### config.mk
export PLATFORM = sky130hd
export DESIGN_NAME = sha1_wb_feeder
export DESIGN_NICKNAME = d
export VERILOG_FILES = /design/src/rtl/sha1_wb_feeder.sv
export SDC_FILE = /design/constraint.sdc
export NUM_CORES = 1
export LEC_CHECK = 0
export BUFFER_PORTS_ARGS = -buffer_cell sky130_fd_sc_hd__buf_2
export CELL_PAD_IN_SITES_DETAIL_PLACEMENT = 0
export CELL_PAD_IN_SITES_GLOBAL_PLACEMENT = 1
export CORE_AREA = 2 2 263 460
export DETAILED_ROUTE_END_ITERATION = 8
export DIE_AREA = 0 0 265 462
export GPL_TIMING_DRIVEN = 0
export MAX_ROUTING_LAYER = met4
export PLACE_DENSITY = 0.61
export SLEW_MARGIN = 20
export SYNTH_ARGS = -nofsm -noshare
export SYNTH_HDL_FRONTEND = slang
export SYNTH_SLANG_ARGS = --single-unit
### constraint.sdc
create_clock -name wb_clk_i -period 3.39 [get_ports wb_clk_i]
set_clock_uncertainty 0.05 [all_clocks]
set_input_delay 0.5085 -clock wb_clk_i [delete_from_list [all_inputs] [get_ports wb_clk_i]]
set_output_delay 0.5085 -clock wb_clk_i [all_outputs]
set_load 0.005 [all_outputs]
### src/rtl/sha1_wb_feeder.sv
// sha1_wb_feeder: Wishbone classic initiator that writes a 512-bit message
// block into the SHA-1 accelerator as 16 word writes, then reads back the
// five digest words. A per-transfer wait counter aborts the job with a sticky
// error if the slave never acknowledges.
module sha1_wb_feeder #(
  parameter logic [31:0] BASE_ADDR   = 32'h3000_0000,
  parameter logic [31:0] DIGEST_ADDR = 32'h3000_0040,
  parameter logic [15:0] TIMEOUT     = 16'd255
) (
  input  logic         wb_clk_i,
  input  logic         wb_rst_i,
  input  logic         start,
  input  logic [511:0] block_i,
  output logic         wbm_cyc_o,
  output logic         wbm_stb_o,
  output logic         wbm_we_o,
  output logic [3:0]   wbm_sel_o,
  output logic [31:0]  wbm_adr_o,
  output logic [31:0]  wbm_dat_o,
  input  logic [31:0]  wbm_dat_i,
  input  logic         wbm_ack_i,
  output logic [159:0] digest_o,
  output logic         busy,
  output logic         done,
  output logic         error
);

  typedef enum logic [2:0] {
    IDLE   = 3'd0,
    WR_REQ = 3'd1,
    WR_GAP = 3'd2,
    RD_REQ = 3'd3,
    RD_GAP = 3'd4,
    DONE   = 3'd5
  } state_t;

  // Word 0 of the block sits in the most significant bits.
  function automatic logic [31:0] block_word(input logic [511:0] blk, input logic [3:0] idx);
    block_word = 32'h0000_0000;
    for (int i = 0; i < 16; i++) begin
      if (idx == i[3:0]) begin
        block_word = blk[511 - 32*i -: 32];
      end
    end
  endfunction

  // Replace digest word idx (word 0 = most significant) with val.
  function automatic logic [159:0] put_digest_word(input logic [159:0] dig, input logic [3:0] idx,
                                                   input logic [31:0] val);
    put_digest_word = dig;
    for (int j = 0; j < 5; j++) begin
      if (idx == j[3:0]) begin
        put_digest_word[159 - 32*j -: 32] = val;
      end
    end
  endfunction

  state_t         state_r, state_s;
  logic [511:0]   buf_r, buf_s;
  logic [3:0]     cnt_r, cnt_s;
  logic [15:0]    wait_r, wait_s;
  logic           cyc_r, cyc_s;
  logic           stb_r, stb_s;
  logic           we_r, we_s;
  logic [3:0]     sel_r, sel_s;
  logic [31:0]    adr_r, adr_s;
  logic [31:0]    dat_r, dat_s;
  logic [159:0]   digest_r, digest_s;
  logic           busy_r, busy_s;
  logic           done_r, done_s;
  logic           error_r, error_s;
  logic           wait_expired_s;

  // A REQ cycle without ack that would bring the wait count to TIMEOUT ends the job.
  assign wait_expired_s = (wait_r == (TIMEOUT - 16'd1));

  // Next-state, counters and next output values; bus outputs are decoded from the next state.
  always_comb begin
    state_s  = state_r;
    buf_s    = buf_r;
    cnt_s    = cnt_r;
    wait_s   = wait_r;
    digest_s = digest_r;
    error_s  = error_r;
    cyc_s    = 1'b0;
    stb_s    = 1'b0;
    we_s     = 1'b0;
    sel_s    = 4'b0000;
    adr_s    = adr_r;
    dat_s    = dat_r;
    done_s   = 1'b0;

    case (state_r)
      IDLE: begin
        if (start) begin
          buf_s   = block_i;
          error_s = 1'b0;
          cnt_s   = 4'd0;
          wait_s  = 16'd0;
          state_s = WR_REQ;
        end else begin
          state_s = IDLE;
        end
      end
      WR_REQ: begin
        // Ack is checked first so a late ack beats the timeout.
        if (wbm_ack_i) begin
          state_s = WR_GAP;
        end else if (wait_expired_s) begin
          error_s = 1'b1;
          state_s = DONE;
        end else begin
          wait_s = wait_r + 16'd1;
        end
      end
      WR_GAP: begin
        wait_s = 16'd0;
        if (cnt_r == 4'd15) begin
          cnt_s   = 4'd0;
          state_s = RD_REQ;
        end else begin
          cnt_s   = cnt_r + 4'd1;
          state_s = WR_REQ;
        end
      end
      RD_REQ: begin
        if (wbm_ack_i) begin
          digest_s = put_digest_word(digest_r, cnt_r, wbm_dat_i);
          state_s  = RD_GAP;
        end else if (wait_expired_s) begin
          error_s = 1'b1;
          state_s = DONE;
        end else begin
          wait_s = wait_r + 16'd1;
        end
      end
      RD_GAP: begin
        wait_s = 16'd0;
        if (cnt_r == 4'd4) begin
          state_s = DONE;
        end else begin
          cnt_s   = cnt_r + 4'd1;
          state_s = RD_REQ;
        end
      end
      DONE: begin
        state_s = IDLE;
      end
      default: begin
        state_s = IDLE;
      end
    endcase

    case (state_s)
      WR_REQ: begin
        cyc_s = 1'b1;
        stb_s = 1'b1;
        we_s  = 1'b1;
        sel_s = 4'b1111;
        adr_s = BASE_ADDR + {26'd0, cnt_s, 2'b00};
        dat_s = block_word(buf_s, cnt_s);
      end
      RD_REQ: begin
        cyc_s = 1'b1;
        stb_s = 1'b1;
        adr_s = DIGEST_ADDR + {26'd0, cnt_s, 2'b00};
      end
      DONE: begin
        done_s = 1'b1;
      end
      default: begin
        done_s = 1'b0;
      end
    endcase

    busy_s = (state_s != IDLE);
  end

  // State, datapath and output registers with synchronous reset.
  always_ff @(posedge wb_clk_i) begin
    if (wb_rst_i) begin
      state_r  <= IDLE;
      buf_r    <= 512'd0;
      cnt_r    <= 4'd0;
      wait_r   <= 16'd0;
      cyc_r    <= 1'b0;
      stb_r    <= 1'b0;
      we_r     <= 1'b0;
      sel_r    <= 4'b0000;
      adr_r    <= 32'h0000_0000;
      dat_r    <= 32'h0000_0000;
      digest_r <= 160'd0;
      busy_r   <= 1'b0;
      done_r   <= 1'b0;
      error_r  <= 1'b0;
    end else begin
      state_r  <= state_s;
      buf_r    <= buf_s;
      cnt_r    <= cnt_s;
      wait_r   <= wait_s;
      cyc_r    <= cyc_s;
      stb_r    <= stb_s;
      we_r     <= we_s;
      sel_r    <= sel_s;
      adr_r    <= adr_s;
      dat_r    <= dat_s;
      digest_r <= digest_s;
      busy_r   <= busy_s;
      done_r   <= done_s;
      error_r  <= error_s;
    end
  end

  assign wbm_cyc_o = cyc_r;
  assign wbm_stb_o = stb_r;
  assign wbm_we_o  = we_r;
  assign wbm_sel_o = sel_r;
  assign wbm_adr_o = adr_r;
  assign wbm_dat_o = dat_r;
  assign digest_o  = digest_r;
  assign busy      = busy_r;
  assign done      = done_r;
  assign error     = error_r;

endmodule

==> results.yml, run 1 <==
route:
  first_iter_violations: 2624
  firstDrtPassIters: 6
  post_drt_via_cell_ratio: 5.22
  wl_met1_mm: 74.6
  dr_wl_met3_mm: 18.3
  drtAntennaViolNets: 0
  drt_wl_total_mm: 219
  wl_met2_mm: 105
  num_vias: 35019
  drc_errors: 0
  top_layer: "met4"
  wl_per_cell_um: 32.6
grt:
  grt_pass1_vias: 34302
  grt_pass1_wl_mm: 290
  gr-total-overflow: 0
  gr-usage-all-layers_pct: 35.8
  antenna_found_initial: 91
  grt_max_degree: 15
yosys:
  synth.most_common_cell: "nand2_1"
  synth_area_per_cell_um2: 8.09
  yosys_most_used_dff: "dfxtp_1"
  synth_top_area_share_pct: 46.4
  synth_area_leaders: "dfxtp_1, nand2_1, mux2i_1"
  yosys-top-cells-count: "nand2_1, dfxtp_1, a21oi_1"
  yosysTopAreaCell: "dfxtp_1"
  synth-edff-count: 0
  ys_warn_count: 0
  ys_ff_latch: 738
  ys_seq_area_share_pct: 46.4
  syn_area_mm2: 0.0319
  synth_cell_types: 75
  syn_inst: 3939
  synthArstFlopShare_pct: 0
clocking:
  cts_buffers: 80
  htreeDepth: 3
  cts_tree: "yes"
  clk_pin_slew_ps: 70
  clock_path_buffers: 3
  clk_latency_ps: 700
  root_buffer: "clkbuf_16"
  clock_sinks: 738
layout:
  multi_input_area_mm2: 0.0170
  area_growth_pct: 41.9
  final_util_pct: 38.0
  n_fill_cell: 12636
  finalNonFillerCells: 6712
  nets: 5587
  regArea_mm2: 0.0148
  drive_gt1_share_pct: 27.9
setup_path:
  critPathLaunch: "cnt_r[0]$_SDFF_PP0_"
  arrival_ps: 4230
  path_class: "register to register"
  setup.worst_path.end_class: "register"
  start_kind: "register"
  reg2reg_from: "cnt_r[0]$_SDFF_PP0_"
  crit_required_ps: 3920
  crit_fanout: 10
timing:
  final.min_clock_period_ps: 3700
  final.setup.worst_slack_ps: -308
  maxSlewViolCount: 0
  hold-worst-slack_ps: 24.9
  rsz0062_at_grt: "true"
  final-hold-violation-count: 0
  fmax_ghz: 0.270
  maxSlewHeadroom_pct: 18.1
  period_share_pct: 109
  setup_viol: 13
  worstMarginPinSlew_ps: 1230
floorplanning:
  rows: 168
  initial_core_util_pct: 26.8
  die_h_um: 462
  pin_count: 782
  dieArea_mm2: 0.122
  fp.coreArea_mm2: 0.119
  die_width_um: 265
status:
  status: "finished with violations"
  violations: "setup timing"
placed_design:
  port_buffers: 756
  placedCellCount: 6250
  dp_hpwl_mm: 176
  globalplace.congestion: 1.04
min_path:
  worstHoldStart: "block_i[45]"
  hold_class: "primary input to register"
flow_run:
  maxCapViolations: 0
power:
  ir_worst_vdd_uv: 344
  leakagePower_nw: 18.5
  power_density_mw_per_mm2: 516
  power_mw: 23.3
==> where the power goes <==
part           internal, mW  switching [mW]  leakage [nW]  total, mW
sequential             9.14           0.213          6.03       9.35
clock                  5.34            4.23          1.35       9.56
combinational          1.52            2.88          11.1       4.41
==> cell type report <==
type,count,share of cell area [%]
inverters,10,0.105
multi-input cells,2875,37.6
well taps,1530,4.23
flip-flops and latches,738,32.7
clock inverters,29,0.927
clock buffers,116,5.19
repair buffers,995,13.4
plain buffers,333,5.38
diodes,86,0.476
==> flip-flops by register name, indices dropped and copies added (netlist names) <==
signal	count
buf_r	512
busy	1
cnt_r	4
digest_o	160
done	1
error	1
state_r	3
wait_r	16
wbm_adr_o	6
wbm_dat_o	32
wbm_sel_o	1
wbm_stb_o	1
==> critical path, cell delays in order (launching register included) <==
cell      delay [ps]
dfxtp_4          370
inv_4             70
ha_4             130
nand3b_1         130
nand2b_1         200
buf_6            170
a31o_2           260
buf_12           150
buf_6            170
buf_8            190
nand2_1           90
nand3_2          100
nand4_1          190
nand4_1          540
a21oi_4          600
o221ai_2         140
==> timing repair <==
action | CTS | global route
pin swaps | 44 | 44
endpoints found under the setup margin | 315 | 113
hold endpoints to repair | 141 | 0
hold buffers | 141 | 0
setup buffers | 60 | 36
resized for setup | 430 | 189
gates cloned | 0 | 1
==> metrics by stage <==
| step | setup TNS, ps | setup WS [ps] | instance area [µm²] |
|---|---|---|---|
| finish | -1200 | -308 | 45200 |
| global route | -3260 | -253 | 45200 |
| CTS | -1430 | -217 | 44000 |
| detailed placement | -220430 | -2420 | 37700 |
| global placement | -211310 | -2450 | 37700 |
| floorplan | 0 | 477 | 32000 |
==> worst paths after layout <==
path,slack (ps),end,depth (start not counted)
setup / recovery,-310,wbm_dat_o[25]$_SDFFE_PP0P_,15
setup reg to reg,-310,wbm_dat_o[25]$_SDFFE_PP0P_,15
hold / removal,20,buf_r[45]$_SDFF_PP0_,3
hold reg to reg,400,buf_r[264]$_SDFF_PP0_,2
==> placed cells by master, fill, tap and decap left out, types with 10 or more instances in the layout <==
| cell type | n |
|---|---|
| nand2_1 | 989 |
| buf_2 | 787 |
| dfxtp_1 | 733 |
| a21oi_1 | 477 |
| nor2_1 | 377 |
| mux2i_1 | 330 |
| dlygate4sd3_1 | 141 |
| clkbuf_1 | 140 |
| buf_4 | 133 |
| diode_2 | 86 |
| clkbuf_16 | 82 |
| o21ai_0 | 72 |
| nand3_1 | 64 |
| buf_6 | 45 |
| clkbuf_2 | 32 |
| buf_12 | 28 |
| nand4_1 | 27 |
| conb_1 | 25 |
| and3_1 | 24 |
| a211oi_1 | 23 |
| o22ai_1 | 23 |
| clkbuf_8 | 22 |
| mux2i_2 | 20 |
| a31oi_1 | 20 |
| buf_8 | 19 |
| o211ai_1 | 17 |
| a311oi_1 | 17 |
| or3_1 | 15 |
| nor3_1 | 14 |
| a22oi_1 | 14 |
| o21ai_1 | 14 |
| mux2i_4 | 12 |
| nor2_4 | 11 |
| o21ai_2 | 11 |
| clkbuf_4 | 11 |
| a22oi_2 | 10 |
| nor2_2 | 10 |
==> layer usage <==
metal / up-vias / global-route usage [%]
met1: 16722 / 34.7
met5: - / -
met3: 639 / 9.93
met2: 1922 / 60.1
met4: 0 / 28.7
li1: 15736 / -
==> cell families after synthesis <==
kind of cell	count (synthesis)	share of synthesized area, %
AO/OA/AOI/OAI	854	15.8
XOR/XNOR	10	0.275
adder cells (fa/ha/maj)	6	0.236
buffers and inverters	350	5.13
flip-flops	738	46.4
multiplexers	366	11.6
other	1	0.0118
AND/OR/NAND/NOR	1614	20.6
Power figures use the tool's default switching activity.
==> inputs of run 2 (changes only) <==
Settings changed: ABC_AREA set to 1, CORE_AREA 2 2 263 460 to 2 2 262 457, DIE_AREA 0 0 265 462 to 0 0 264 459.
==> run 2 against run 1 <==
  * The flow now finishes without violations
  * Final cell count decreased by 1.1%
  * Fmax increased by 14%
  * Sequential cell count unchanged
  * Utilization decreased by 2.9 points
  * Synthesized area decreased by 1.2%
  * Via count decreased by 13%
  * Routed wire length decreased by 28%
  * Sequential share of layout area increased by 3.0 points
  * Count of clock-buffer cells in the layout decreased by 4
  * Combinational power decreased by 17%
==> results.yml, run 2 <==
status:
  status: "finished clean"
placed_design:
  globalplace.congestion: 0.953
  port_buffers: 755
  dp_hpwl_mm: 128
  placed_area_mm2: 0.0373
clocking:
  root_buffer: "clkbuf_16"
  cts_tree: "yes"
  cts_buffers: 78
  clock_path_buffers: 3
  clock_sinks: 738
  clk_latency_ps: 680
  clk_pin_slew_ps: 70
  htreeDepth: 3
layout:
  largest_reg_flops: 512
  area_growth_pct: 31.5
  n_fill_cell: 12915
  layout_commonest_cell: "nor2_1"
  regMostFlops: "buf_r"
  layout_common_cells: "nor2_1, buf_2, dfxtp_1, nand2_1, inv_1"
  fin_area_mm2: 0.0414
  drive_gt1_share_pct: 26.8
  nets: 5540
timing:
  maxSlewViolCount: 0
  hold-worst-slack_ps: 43.3
  maxSlewHeadroom_pct: 28.4
  period_share_pct: 96.1
  worstMarginPinSlew_ps: 1070
  setup_tns_ps: 0
  final.min_clock_period_ps: 3260
  setup_viol: 0
  fmax_ghz: 0.307
  final-hold-violation-count: 0
  rsz0062_at_grt: "false"
floorplanning:
  dieArea_mm2: 0.121
  die_h_um: 459
  rows: 167
  die_width_um: 264
  fp.coreArea_mm2: 0.118
  pin_count: 782
  initial_core_util_pct: 26.7
route:
  first_iter_violations: 1807
  drtAntennaViolNets: 0
  num_vias: 30545
  firstDrtPassIters: 5
  drt_wl_total_mm: 158
  wl_per_cell_um: 23.8
  drc_errors: 0
  post_drt_via_cell_ratio: 4.60
yosys:
  yosysTopAreaCell: "dfxtp_1"
  synth-edff-count: 0
  synth_cell_types: 36
  synth.most_common_cell: "nor2_1"
  synth_top_area_share_pct: 46.9
  synth_area_leaders: "dfxtp_1, nor2_1, mux2i_1"
  yosys-top-cells-count: "nor2_1, dfxtp_1, nand2_1"
  syn_inst: 4060
  ys_seq_area_share_pct: 46.9
  syn_area_mm2: 0.0315
  synthArstFlopShare_pct: 0
  ys_ff_latch: 738
  ys_warn_count: 0
  yosys_most_used_dff: "dfxtp_1"
  synth_area_per_cell_um2: 7.76
grt:
  antenna_found_initial: 73
  grt_pass1_vias: 30223
  grt_max_degree: 15
  gr-usage-all-layers_pct: 26.0
  grt_pass1_wl_mm: 219
  gr-total-overflow: 0
setup_path:
  crit_required_ps: 3920
  start_kind: "register"
  critical_path_buf_inv_count: 4
  crit_fanout: 10
  path_class: "register to register"
  r2r_slack_ps: 130
  slowest_delay_ps: 380
  setup.worst_path.end_class: "register"
  arrival_ps: 3790
  crit_chain: "inv_4, ha_4, nand3_4, nor2_4, inv_1, nand3_4, nor2_4, buf_6, buf_2, nand3b_1, nand3_1, nor2_2, nand3_4, nor3_4, nand4_1, nor2_2, nand4_1, nand2_1, nand2_1"
  crit_family: "simple AND/OR/NAND/NOR gates"
  crit_top_cell: "nand3_4"
  cpMaxStageDelayCell: "dfxtp_4"
power:
  ir_worst_vdd_uv: 362
  power_density_mw_per_mm2: 536
  leakagePower_nw: 19.7
min_path:
  hold_class: "primary input to register"
flow_run:
  maxCapViolations: 0
-- run 2: cell types whose count changed after synthesis, sizes merged, moves of 32 or more --
cell   before  now
o21a        8   68
inv         9  364
or2         7  256
a31oi      33    1
buf       163  111
nand3      74  131
nand2    1003  417
nor2      398  841
o21ai     101  323
a21oi     491  182
mux2i     362  267
nand4      27   76
-- run 2: through the flow --
step                      utilization, %  instances  setup WS (ps)  power, mW
after floorplan                        -       4084            965       11.5
after global placement              31.6       6360          -1210       13.1
after detailed placement            31.6       6361          -1160       13.1
after CTS                           34.9       6568          -17.9       22.4
after global routing                35.1       6631          0.618       23.1
final                               35.1       6636            133       22.2
-- run 2: layout make-up --
class / count / area, µm² / area share (%)
diodes: 68 / 170 / 0.411
clock inverters: 29 / 393 / 0.949
flip-flops and latches: 738 / 14800 / 35.7
multi-input cells: 2691 / 14600 / 35.3
well taps: 1521 / 1900 / 4.59
repair buffers: 822 / 4440 / 10.7
inverters: 364 / 1370 / 3.30
clock buffers: 112 / 2260 / 5.46
plain buffers: 291 / 1480 / 3.58
-- run 2: worst reg2reg max path: stages, from the launching register on --
cell,delay [ps]
dfxtp_4,380
inv_4,90
ha_4,160
nand3_4,100
nor2_4,160
inv_1,80
nand3_4,140
nor2_4,90
buf_6,170
buf_2,210
nand3b_1,140
nand3_1,120
nor2_2,180
nand3_4,160
nor3_4,170
nand4_1,290
nor2_2,260
nand4_1,110
nand2_1,80
nand2_1,50
-- run 2: worst paths after layout --
kind	from	end	depth (start not counted)
worst max-delay path	cnt_r[0]$_SDFF_PP0_	wbm_dat_o[16]$_SDFFE_PP0P_	19
worst min-delay path	block_i[440]	buf_r[440]$_SDFF_PP0_	3
worst max register to register	cnt_r[0]$_SDFF_PP0_	wbm_dat_o[16]$_SDFFE_PP0P_	19
worst min register to register	wbm_dat_o[11]$_SDFFE_PP0P_	wbm_dat_o[11]$_SDFFE_PP0P_	2
-- run 2: cells by family after synthesis --
group,count (synthesis),share of synthesized area (%)
AO/OA/AOI/OAI,610,10.5
XOR/XNOR,2,0.0556
adder cells (fa/ha/maj),6,0.238
buffers and inverters,655,8.60
flip-flops,738,46.9
multiplexers,267,8.49
other,1,0.0119
AND/OR/NAND/NOR,1781,25.2
-- run 2: timing repair --
item                                   4_1_cts  5_1_grt
pin swaps                                   24       18
resized for setup                          135       94
hold buffers                                55        0
endpoints found under the hold margin       55        0
setup buffers                               11        0
setup endpoints to repair                   41       32
-- run 2: power by group --
group / switching [mW] / total, mW / internal (mW)
clock network: 4.05 / 9.14 / 5.09
registers: 0.166 / 9.40 / 9.23
logic: 2.37 / 3.68 / 1.31
total: 6.59 / 22.2 / 15.6
-- run 2: routing by layer --
layer	track usage, %	part of all wire, %	vias to the layer above
li1	-	-	14902
met1	29.0	40	14405
met2	45.9	50	1065
met3	6.36	7.2	173
met4	7.48	3.0	0
met5	-	0	-
